==> src/rtl/if_stage.sv <==
// Instruction fetch stage: PC register, one-deep outstanding read tracking
// against a synchronous-read instruction memory, and the IF/ID register.
module if_stage #(
   parameter logic [31:0] RESET_PC  = 32'h0000_0000,
   parameter logic [31:0] NOP_INSTR = 32'h0000_0000
) (
   input  logic        clk,
   input  logic        rst,
   input  logic        ena,
   input  logic        stall,
   input  logic        jump,
   input  logic [31:0] jump_target,
   input  logic        branch_taken,
   input  logic [31:0] branch_target,
   output logic        imem_en,
   output logic [31:0] imem_addr,
   input  logic [31:0] imem_data,
   output logic [31:0] instr_out,
   output logic [31:0] pc4_out,
   output logic        valid_out,
   output logic [5:0]  opcode_out,
   output logic        ctrl_ena
);

   // EMPTY: no read in flight; PENDING: imem_data answers resp_addr
   typedef enum logic {EMPTY = 1'b0, PENDING = 1'b1} state_t;

   state_t      state, state_nxt;
   logic [31:0] pc;
   logic [31:0] resp_addr;
   logic        resp_valid;
   logic        redirect;
   logic        advance;
   logic [31:0] target;

   assign resp_valid = (state == PENDING);
   assign redirect   = ena & (jump | branch_taken);
   assign advance    = ena & ~stall & ~redirect;
   // jump wins over a simultaneous branch; targets are word aligned
   assign target     = (jump ? jump_target : branch_target) & 32'hFFFF_FFFC;

   assign imem_en    = ena;
   // while stalled, re-read the in-flight address so the held response stays valid
   assign imem_addr  = (stall && resp_valid) ? resp_addr : pc;
   assign opcode_out = instr_out[31:26];
   assign ctrl_ena   = ena & ~stall;

   // next-state: a redirect drops the in-flight read, an advance starts a new one
   always_comb begin
      state_nxt = state;
      if (redirect)
         state_nxt = EMPTY;
      else if (advance)
         state_nxt = PENDING;
   end

   // state register
   always_ff @(posedge clk) begin
      if (rst)
         state <= EMPTY;
      else
         state <= state_nxt;
   end

   // PC and address of the read in flight
   always_ff @(posedge clk) begin
      if (rst) begin
         pc        <= RESET_PC;
         resp_addr <= RESET_PC;
      end else if (redirect) begin
         pc        <= target;
      end else if (advance) begin
         resp_addr <= pc;
         pc        <= pc + 32'd4;
      end
   end

   // IF/ID register: flush on redirect, capture the response on advance
   always_ff @(posedge clk) begin
      if (rst) begin
         instr_out <= NOP_INSTR;
         pc4_out   <= 32'd0;
         valid_out <= 1'b0;
      end else if (redirect) begin
         instr_out <= NOP_INSTR;
         valid_out <= 1'b0;
      end else if (advance) begin
         instr_out <= resp_valid ? imem_data : NOP_INSTR;
         valid_out <= resp_valid;
         pc4_out   <= resp_addr + 32'd4;
      end
   end

endmodule

==> config.mk <==
export PLATFORM = sky130hd
export DESIGN_NAME = if_stage
export DESIGN_NICKNAME = d
export VERILOG_FILES = /design/src/rtl/if_stage.sv
export SDC_FILE = /design/constraint.sdc
export NUM_CORES = 1
export LEC_CHECK = 0
export CAP_MARGIN = 20
export CORE_MARGIN = 4
export CORE_UTILIZATION = 51
export CTS_CLUSTER_DIAMETER = 120
export CTS_CLUSTER_SIZE = 8
export DETAILED_ROUTE_END_ITERATION = 12
export GPL_TIMING_DRIVEN = 0
export PLACE_DENSITY = 0.95
export SYNTH_ARGS = -nofsm -noshare
export SYNTH_HDL_FRONTEND = slang
export SYNTH_SLANG_ARGS = --single-unit
==> constraint.sdc <==
create_clock -name clk -period 3.3 [get_ports clk]
set_clock_uncertainty 0.15 [all_clocks]
set_input_delay 0.66 -clock clk [delete_from_list [all_inputs] [get_ports clk]]
set_output_delay 0.66 -clock clk [all_outputs]
set_load 0.05 [all_outputs]
* After elaboration in Yosys (flattened, before gate mapping)
Cells that the tools add are included.
** Storage, ports and cells
- Logic and storage cells :: 24
- Flip-flop bits (word level) :: 130
- Output and inout bits :: 105
** Cells by class
- Muxes and demuxes :: 5
- Add/sub/neg operators :: 2
- Bitwise gates (word level) :: 6
- Reduce and logical (&&, ||, !) cells :: 4
** Operators by type and width (count)
- $mux 32 :: 5
- $add 32x3->32 const B :: 2
- $and 1x1->1 :: 3
- $not 1->1 :: 2
- $reduce_and 2->1 :: 1
- $reduce_bool 2->1 :: 1
- $reduce_or 2->1 :: 1
- $logic_and 1x1->1 :: 1
- $or 1x1->1 :: 1

* Longest topological paths before layout
Gate-level depths: netlist (run 1).
- Depth in word-level cells :: 6
- Mapped depth :: 8
- Gate-level depth less buffers :: 6

* Worst setup path after synthesis (run 1)
OpenSTA, ideal clock, no wires.
- Kind :: input-to-output
- From :: input ena
- To :: output ctrl_ena
- Data arrival time :: 1.635 ns
- Stages :: 4
- Slack :: 0.855 ns
- Path through :: buf_2 > nand2b_1 > inv_2 > clkbuf_1
** Between the ends
- Longest elaborated chain between the ends :: 1
** RTL lines
- start, declared :: line 9 : input logic ena,
- $and 1x1->1 :: line 46 : assign ctrl_ena = ena & ~stall;
- end, declared :: line 22 : output logic ctrl_ena
Every way passes these cells.

* Final worst setup path (run 1)
- From :: register state, in the netlist resp_valid
- To :: output imem_addr[12]
** Between the ends
- Longest elaborated chain between the ends :: 2
** RTL lines
- start, declared :: line 28 : state_t state, state_nxt;
- start signal, assigned :: line 62 : state <= state_nxt;
- $logic_and 1x1->1 :: line 44 : assign imem_addr = (stall && resp_valid) ? resp_addr : pc;
- $mux 32 :: line 44
- end, declared :: line 16 : output logic [31:0] imem_addr,
Every way passes these cells.

==> results of run 1 <==
[power breakdown]
group | switching (mW) | leakage, nW | internal, mW
registers | 0.0729 | 1.01 | 1.55
clock network | 0.683 | 0.310 | 1.30
logic | 0.408 | 2.09 | 0.278
total | 1.16 | 3.41 | 3.13
[worst max-delay path, cell delays in order, from the launching register on]
cell and delay, ns:
dfxtp_1 0.31, clkbuf_1 0.37, nand2_1 0.20, clkbuf_2 0.27, mux2_2 0.34, clkdlybuf4s15_2 0.39
[metal layers]
metal / wire, um / up-vias / share of wire [%] / GRT usage, %
li1: - / 3197 / - / -
met1: 8684 / 3362 / 34 / 39.56
met2: 11630 / 689 / 46 / 55.40
met3: 3067 / 192 / 12 / 10.10
met4: 1845 / 0 / 7.3 / 22.03
met5: 0 / - / 0 / 0
[path summary, 6_finish.rpt]
check / end / slack [ns] / cells after the start
min: instr_out[5]$_SDFFE_PP0P_ / 0.30 / 2
max: imem_addr[12] / 0.17 / 5
max reg2reg: pc[18]$_SDFFE_PP0P_ / 1.00 / 6
min reg2reg: instr_out[5]$_SDFFE_PP0P_ / 0.30 / 2
[cell usage in the layout (no fill, tap or decap), drive strengths merged, types with 7 or more instances in the layout]
cell           netlist  layout
o21ai               13      13
clkdlybuf4s50        0     164
nand3               58      58
inv                  7       7
dfxtp              124     124
buf                 46      46
nand2              121     121
nor2                54      54
and3                11      11
mux2i               21      21
a21oi               88      88
xor2                24      24
a211oi              42      42
nor3                10      10
xnor2                7       7
clkdlybuf4s15        0      31
mux2                32      32
nand4               20      20
clkbuf              26      51
[state kept, by name, summed over array words and instances (netlist names)]
signal	cells
pc4_out	30
pc	30
resp_valid	1
instr_out	32
valid_out	1
resp_addr	30
[cell families (layout without fill, tap and decap cells)]
group	count (synthesis)	in the layout	synth area share (%)
AND/OR/NAND/NOR	299	299	23.57
AO/OA/AOI/OAI	185	185	18.38
flip-flops	124	124	38.52
buffers and inverters	79	306	6.018
multiplexers	53	53	8.853
XOR/XNOR	31	31	4.213
adder cells (fa/ha/maj)	2	2	0.3882
other	1	4	0.05819
[area by class of cell]
class	instances	area, sq um
plain buffers	71	364.1
clock inverters	6	105.1
fillers	767	2915
repair buffers	196	2003
multi-input cells	574	3586
flip-flops and latches	124	2482
well taps	168	210.2
inverters	7	26.28
clock buffers	26	519.2
[stage by stage]
stage | setup WS (ns) | TNS [ns] | hold slack, ns | util (%)
after floorplan | 0.8551 | 0 | 0.3020 | -
after global placement | -0.5034 | -14.45 | 0.2871 | 70.66
after detailed placement | -0.5463 | -15.49 | 0.2940 | 70.66
after CTS | 0.02154 | 0 | 0.3014 | 76.12
after global routing | 0.1283 | 0 | 0.3323 | 76.13
final | 0.1744 | 0 | 0.3019 | 76.13
[what timing repair did]
item,CTS,global route
endpoints found under the setup margin,31,31
hold endpoints to repair,0,0
gates resized for setup,96,3
==> summary.txt, run 1 <==
Area contributors post-synth = dfxtp_1 39%, nand2_1 7.0%, a21oi_1 6.8%
Slew headroom = 41.27%
Die Y = 120.4 um
Routed wire length per instance = 21.52 um
Sequential share of the synthesized area = 38.52%
Layout Area Growth over Synthesis = 44.24%
Share of post-route cells with drive strength above 1 = 15.94%
Synth top area share = 38.52%
Post-place instance area = 8628 sq um
Non-Filler Instances = 1172
Cell with the most instances after synthesis = dfxtp_1
Vias post-DR = 7440
Die ar. = 14500 sq um
Worst R2R Start = pc[2]$_SDFFE_PP0P_
Initial core utilization = 52.78%
GRT Overall Usage = 34.29%
Hold Crit Start = instr_out[5]$_SDFFE_PP0P_
DRT iter0 DRCs = 960
CTS Buf Count = 17
Initial antenna violation count = 0
Mean Syn Cell Area = 8.327 sq um
Crit path kind = reg -> out
Drc violations = 0
Max-cap viol count = 0
Core ar. = 12210 sq um
PD cells = 461.8 nW/um^2
Post-CTS setup buffer count = 0
Synth Flop Type = dfxtp_1
Slew Limit Fails = 0
EDFF count, synth = 0
CP arrival = 2.32 ns
Placed insts = 1141
Leakage = 3.405 nW
Finished layout cell area = 9296 sq um
Hold Crit Class = reg -> reg
Fmax = 319.9 MHz
FF+latch count, synth = 124
DRT Pass-1 Iters = 7
Worst Tran Pin Value = 0.8809 ns
Clk slew on worst S/H paths = 0.05 ns
Global placement routability congestion = 0.9355
Synthesized cell area = 6445 sq um
TritonCTS clock tree = built
# IOs = 207
Cells after Synth = 774
Worst-case clock buffer depth = 2
Final setup violation count = 0
Commonest cells post-synth = 124 x dfxtp_1, 121 x nand2_1, 88 x a21oi_1
Run status = finished clean
ANT cells = 0
Largest net degree at the start of global routing = 17
Clk_lat worst skew = 0.43 ns
Critical path launch point type = flop
Row count = 40
IO Port Bufs = 196
Vias in the first global route = 7368
Die Wd = 120.4 um
Distinct cells, synth = 64
Drt total wl = 25.23 mm
Final Power = 4.293 mW
Total gr overflow = 0
Critical Path End Type = output pin
Crit-path max FO = 10
H-tree depth = 4
RSZ-0062 raised after global routing = no
DP Wirelength = 15.88 mm
Warnings from Yosys = 0
Nets = 1095
Hold Fails Final Rpt = 0
Asr flop ratio synth = 0%
Final period util = 94.71%
Critical Path RT = 2.49 ns
Period minus WS final = 3.126 ns
Clock Sinks = 124
Post-route ant nets = 0
Peak supply drop = 0.0003478 V
Root buffer cell = clkbuf_16
Vias per cell = 6.348
Cell taking the most area after synthesis = dfxtp_1
Launch point of the worst path = resp_valid$_SDFFE_PP0P_
First-pass GRT wire length = 39.07 mm
Hold-fix buffers, CTS = 0
Power figures use the tool's default switching activity.
==> inputs of run 2 (changes only) <==
CORE_UTILIZATION = 35   (was 51)
HOLD_SLACK_MARGIN = 0.02   (was not set)
PLACE_DENSITY = 0.72   (was 0.95)
==> run 2 against run 1 <==
  * The flow now finishes with violations (setup timing)
  * Non-clock buffer count is the same
  * Routed wire length shrank 17%
  * Sequential power is essentially flat
  * Maximum frequency shrank 5.4%
  * Sequential cell count is the same
  * Sequential share of layout area shrank 0.14 points
  * Total power shrank 2.1%
  * Register-to-register slack gained 0.12 ns
  * Clock power shrank 3%
  * Largest power group unchanged
  * Highest routed layer unchanged
==> summary.txt, run 2 (synthesis gave the netlist of run 1 again) <==
Post-route ant nets = 0 (unchanged)
Initial antenna violation count = 0 (unchanged)
Routed wire length per instance = 17.12 um (-20%)
Die ar. = 20650 sq um (+42%)
Worst R2R End = pc[23]$_SDFFE_PP0P_
Min-Delay Endpoint = instr_out[23]$_SDFFE_PP0P_
CTS Buf Count = 17 (unchanged)
Core ar. = 18020 sq um (+48%)
H-tree depth = 4 (unchanged)
DP Wirelength = 16.06 mm (+1.2%)
Final Power = 4.205 mW (-2.1%)
Die Wd = 143.7 um (+19%)
Buf/Inv on CP = 3 (unchanged)
Crit-path cells = clkdlybuf4s50_1 > nand2_1 > buf_2 > mux2_2 > clkdlybuf4s15_2
DRT Pass-1 Iters = 5 (-2)
Hold-fix buffers, CTS = 0 (unchanged)
Finished layout cell area = 9345 sq um (+0.52%)
Combinational share of power = 15.8% (-0.2 points)
Sw Share = 26.09% (-1.0 points)
GRT Overall Usage = 19.74% (-15 points)
Final setup violation count = 2 (+2)
Clock Sinks = 124 (unchanged)
Critical Path Max Stage Delay = 0.59 ns (+0.20 ns)
Vias per cell = 5.276 (-17%)
Run status = finished with violations
Vias in the first global route = 6077 (-18%)
Die Y = 143.7 um (+19%)
Fin Setup TNS = -0.005141 ns (-0.005141 ns)
Initial core utilization = 35.76% (-17 points)
Global placement routability congestion = 0.8969 (-4.1%)
Nets = 1095 (unchanged)
Worst-case clock buffer depth = 2 (unchanged)
Vias post-DR = 6489 (-13%)
Share of post-route cells with drive strength above 1 = 15.88% (-0.052 points)
Crit-path max FO = 10 (unchanged)
PD cells = 449.9 nW/um^2 (-2.6%)
Peak supply drop = 0.0002818 V (-19%)
Clock share of power = 45.9% (-0.4 points)
Clk_lat worst skew = 0.41 ns (-0.02 ns)
Critical Path Stages = 5 (unchanged)
Leakage = 3.382 nW (-0.68%)
Final WS setup = -0.003325 ns (-0.1777 ns)
Worst R2R Start = pc[14]$_SDFFE_PP0P_
Row count = 49 (+23%)
R2R Setup Slk = 1.12 ns (+0.12 ns)
CP max-delay cell = clkdlybuf4s50_1
RSZ-0062 raised after global routing = yes
Period minus WS final = 3.303 ns (+0.1777 ns)
Final period util = 100.1% (+5.4 points)
Launch point of the worst path = stall
Critical Path End Type = output pin
Cell family with most CP delay = buffers and inverters
Critical path launch point type = input pin
Finished Core Util = 51.85% (-24 points)
DRT iter0 DRCs = 500 (-48%)
Root buffer cell = clkbuf_16
IO Port Bufs = 196 (unchanged)
Drc violations = 0 (unchanged)
Total gr overflow = 0 (unchanged)
Worst R2R Path Depth = 5 (-1)
Hold Crit Start = instr_out[23]$_SDFFE_PP0P_
# IOs = 207 (unchanged)
Seq pwr share = 38.3% (+0.6 points)
Fmax = 302.7 MHz (-5.4%)
Max reg flops = 32 (unchanged)
ANT cells = 0 (unchanged)
Cell Int Power = 3.108 mW (-0.68%)
Worst Tran Pin Value = 0.9945 ns (+0.1136 ns)
Most flops, register = instr_out
Sequential Area = 2482 sq um (unchanged)
Hold Fails Final Rpt = 0 (unchanged)
Pre-CTS setup slack = -0.5714 ns (-0.02514 ns)
CP arrival = 2.49 ns (+0.17 ns)
Clk slew on worst S/H paths = 0.05 ns (about the same)
Slew Limit Fails = 0 (unchanged)
Slew headroom = 33.70% (-7.6 points)
Hold path cells = 2 (unchanged)
Most frequent cells in the layout = 165 x clkdlybuf4s50_1, 124 x dfxtp_1, 121 x nand2_1
Post-place instance area = 8705 sq um (+0.88%)
Filler instances = 1672 (+120%)
Largest net degree at the start of global routing = 17 (unchanged)
Crit path kind = in -> out
Layout Area Growth over Synthesis = 45.00%
P_sw = 1.097 mW (-5.7%)
Drt total wl = 21.06 mm (-17%)
Hold Crit Class = reg -> reg
Commonest non-fill, non-tap cell in the layout = clkdlybuf4s50_1
Critical Path RT = 2.49 ns (about the same)
Post-CTS setup buffer count = 0 (unchanged)
Max-cap viol count = 0 (unchanged)
TritonCTS clock tree = built
First-pass GRT wire length = 32.22 mm (-18%)
Violated checks = setup timing
Area occupied by multi-input gates = 3586 sq um (unchanged)
run 2: area by class of cell:
class,count,share of cell area (%)
Inverter,7,0.2812
Tap cell,229,3.066
Timing Repair Buffer,196,21.41
Clock buffer,20,4.887
Buffer,71,3.869
Multi-Input combinational cell,574,38.37
Sequential cell,124,26.56
Clock inverter,9,1.553
run 2: worst min-delay path: cells and delay by family (launching register included):
family | cells | cell delay [ns]
AO/OA/AOI/OAI | 1 | 0.05
AND/OR/NAND/NOR | 1 | 0.05
flip-flops | 1 | 0.30
run 2: worst max-delay path by stage:
stage               endpoint  slack [ns]
3_5_place_dp   imem_addr[20]       -0.57
6_report       imem_addr[20]      -0.003
3_3_place_gp   imem_addr[22]       -0.55
4_1_cts        imem_addr[22]       0.007
5_1_grt        imem_addr[20]       -0.04
2_1_floorplan       ctrl_ena        0.86
run 2: stage by stage:
| stage | hold WS (ns) | instances |
|---|---|---|
| floorplan | 0.3020 | 777 |
| global placement | 0.2872 | 1202 |
| detailed placement | 0.2941 | 1202 |
| CTS | 0.3017 | 1230 |
| global route | 0.3155 | 1230 |
| finish | 0.2981 | 1230 |
run 2: timing repair:
item                                   CTS  global route
setup endpoints to repair               31            30
endpoints found under the hold margin    0             0
gates resized for setup                 96             3
run 2: power by group through the flow:
stage	combinational [mW]	sequential, mW	clock [mW]
3_5_place_dp	0.674	1.64	0
3_3_place_gp	0.671	1.64	0
2_1_floorplan	0.354	1.66	0
4_1_cts	0.667	1.61	1.95
5_1_grt	0.706	1.62	2.01
6_report	0.665	1.61	1.93
run 2: metal layers:
metal / vias up / share of wire, % / track usage [%]
met5: - / 0 / 0
met4: 0 / 2.7 / 6.938
met3: 39 / 7.1 / 3.894
met2: 250 / 48 / 32.00
met1: 3006 / 42 / 26.30
li1: 3194 / - / -
==> inputs of run 3 (changes only) <==
MAX_ROUTING_LAYER = met4   (was not set)
==> run 3 against run 2 <==
  * Final area barely moved
  * Clock power about the same
  * The run now ends clean
  * Final cell count is the same
  * Register-to-register slack is essentially flat
  * Via count barely moved
  * Largest power group unchanged
  * Critical path depth is the same
  * Die area unchanged
  * Largest cell class unchanged
  * Global-route usage grew 0.58 points
  * Total power shrank 0.11%
  * Sequential cell count unchanged
==> summary.txt, run 3 (synthesis gave the netlist of run 1 again) <==
Worst Tran Pin Value = 0.9964 ns (+0.001881 ns)
Post-CTS setup buffer count = 0 (unchanged)
Core ar. = 18020 sq um (unchanged)
Period minus WS final = 3.296 ns (-0.006928 ns)
Peak supply drop = 0.0002926 V (+3.8%)
CP arrival = 2.49 ns (about the same)
Slew Limit Fails = 0 (unchanged)
Die Wd = 143.7 um (unchanged)
DRT iter0 DRCs = 536 (+7.2%)
Clock Sinks = 124 (unchanged)
Share of post-route cells with drive strength above 1 = 15.88% (unchanged)
Non-Filler Instances = 1230 (unchanged)
Vias post-DR = 6483 (-0.092%)
Hold Crit Class = reg -> reg
Final period util = 99.89% (-0.21 points)
Largest net degree at the start of global routing = 17 (unchanged)
DP Wirelength = 16.06 mm (unchanged)
ANT cells = 0 (unchanged)
Placed insts = 1202 (unchanged)
Most flops, register = instr_out
Nets = 1095 (unchanged)
Run status = finished clean
Final WS setup = 0.003603 ns (+0.006928 ns)
GRT Overall Usage = 20.33% (+0.58 points)
# IOs = 207 (unchanged)
Max reg flops = 32 (unchanged)
Row count = 49 (unchanged)
TritonCTS clock tree = built
Total gr overflow = 0 (unchanged)
Filler instances = 1674 (+0.12%)
R2R Setup Slk = 1.12 ns (about the same)
IO Port Bufs = 196 (unchanged)
Fin Setup TNS = 0 ns (+0.005141 ns)
Fin Hold WS = 0.2985 ns (+0.0003850 ns)
Commonest non-fill, non-tap cell in the layout = clkdlybuf4s50_1
Global placement routability congestion = 0.9122 (+1.7%)
Finished Core Util = 51.89% (about the same)
DRT Pass-1 Iters = 5 (unchanged)
Worst-case clock buffer depth = 2 (unchanged)
Vias per cell = 5.271 (about the same)
Initial antenna violation count = 0 (unchanged)
Critical Path End Type = output pin
Drt total wl = 21.01 mm (-0.21%)
PD cells = 449.1 nW/um^2 (-0.19%)
Slew headroom = 33.58% (-0.13 points)
Die Y = 143.7 um (unchanged)
Clk_lat worst skew = 0.41 ns (about the same)
Max-cap viol count = 0 (unchanged)
Leakage = 3.388 nW (+0.18%)
Root buffer cell = clkbuf_16
Critical Path RT = 2.49 ns (about the same)
Crit path kind = in -> out
Initial core utilization = 35.76% (unchanged)
Fmax = 303.4 MHz (+0.21%)
Hold Fails Final Rpt = 0 (unchanged)
H-tree depth = 4 (unchanged)
Critical path launch point type = input pin
CTS Buf Count = 17 (unchanged)
Most frequent cells in the layout = 165 x clkdlybuf4s50_1, 124 x dfxtp_1, 121 x nand2_1
Die ar. = 20650 sq um (unchanged)
Layout Area Growth over Synthesis = 45.12% (about the same)
Vias in the first global route = 6081 (+0.066%)
First-pass GRT wire length = 32.17 mm (-0.13%)
Pre-CTS setup slack = -0.5714 ns (unchanged)
Clk slew on worst S/H paths = 0.05 ns (about the same)
Drc violations = 0 (unchanged)
Crit-path max FO = 10 (unchanged)
Post-route ant nets = 0 (unchanged)
Final setup violation count = 0 (-2)
Routed wire length per instance = 17.08 um (-0.21%)
==> run 3: cell types whose count changed in the layout (fill, tap and decap cells not counted) <==
cell	change
buf_2	-3
clkbuf_4	+3
==> run 3: cell type report <==
| cell class | count | area (sq um) | share of cell area [%] |
|---|---|---|---|
| tap | 229 | 286.5 | 3.064 |
| clock buffer | 20 | 456.7 | 4.883 |
| sequential | 124 | 2482 | 26.54 |
| timing repair buffer | 196 | 2001 | 21.39 |
| buffer | 71 | 369.1 | 3.946 |
| clock inverter | 9 | 145.1 | 1.552 |
| multi-input combinational | 574 | 3586 | 38.34 |
| inverter | 7 | 26.28 | 0.2809 |
==> run 3: worst paths after layout <==
check / from / cells after the start / end
max: stall / 5 / imem_addr[20]
min: instr_out[23]$_SDFFE_PP0P_ / 2 / instr_out[23]$_SDFFE_PP0P_
max reg2reg: pc[2]$_SDFFE_PP0P_ / 6 / pc[26]$_SDFFE_PP0P_
min reg2reg: instr_out[23]$_SDFFE_PP0P_ / 2 / instr_out[23]$_SDFFE_PP0P_
==> run 3: timing repair <==
| action | CTS | global route |
|---|---|---|
| setup endpoints to repair | 31 | 30 |
| cloned | 0 | 0 |
| resized for setup | 96 | 6 |
| hold buffers | 0 | 0 |
==> run 3: routing by layer <==
| metal | track usage [%] | vias up | wire length (um) |
|---|---|---|---|
| li1 | - | 3193 | - |
| met1 | 26.42 | 2998 | 8964 |
| met2 | 32.07 | 246 | 10080 |
| met3 | 3.561 | 46 | 1397 |
| met4 | 6.938 | 0 | 575 |
| met5 | - | - | 0 |
==> run 3: through the flow <==
stage / power (mW) / instance area, sq um
global route: 4.330 / 9353
detailed placement: 2.311 / 8705
CTS: 4.226 / 9345
global placement: 2.307 / 8705
finish: 4.200 / 9353
floorplan: 2.014 / 6456
==> run 3: worst max-delay path, cell delays in order <==
cell and delay, ns:
clkdlybuf4s50_1 0.59, nand2_1 0.23, clkbuf_4 0.26, mux2_2 0.39, clkdlybuf4s15_2 0.35
==> run 3: power breakdown <==
| group | leakage [nW] | total (mW) | internal (mW) | switching [mW] |
|---|---|---|---|---|
| Combinational | 2.08 | 0.664 | 0.278 | 0.386 |
| Clock | 0.301 | 1.93 | 1.28 | 0.643 |
| Sequential | 1.01 | 1.61 | 1.55 | 0.0626 |
| Total | 3.39 | 4.20 | 3.11 | 1.09 |
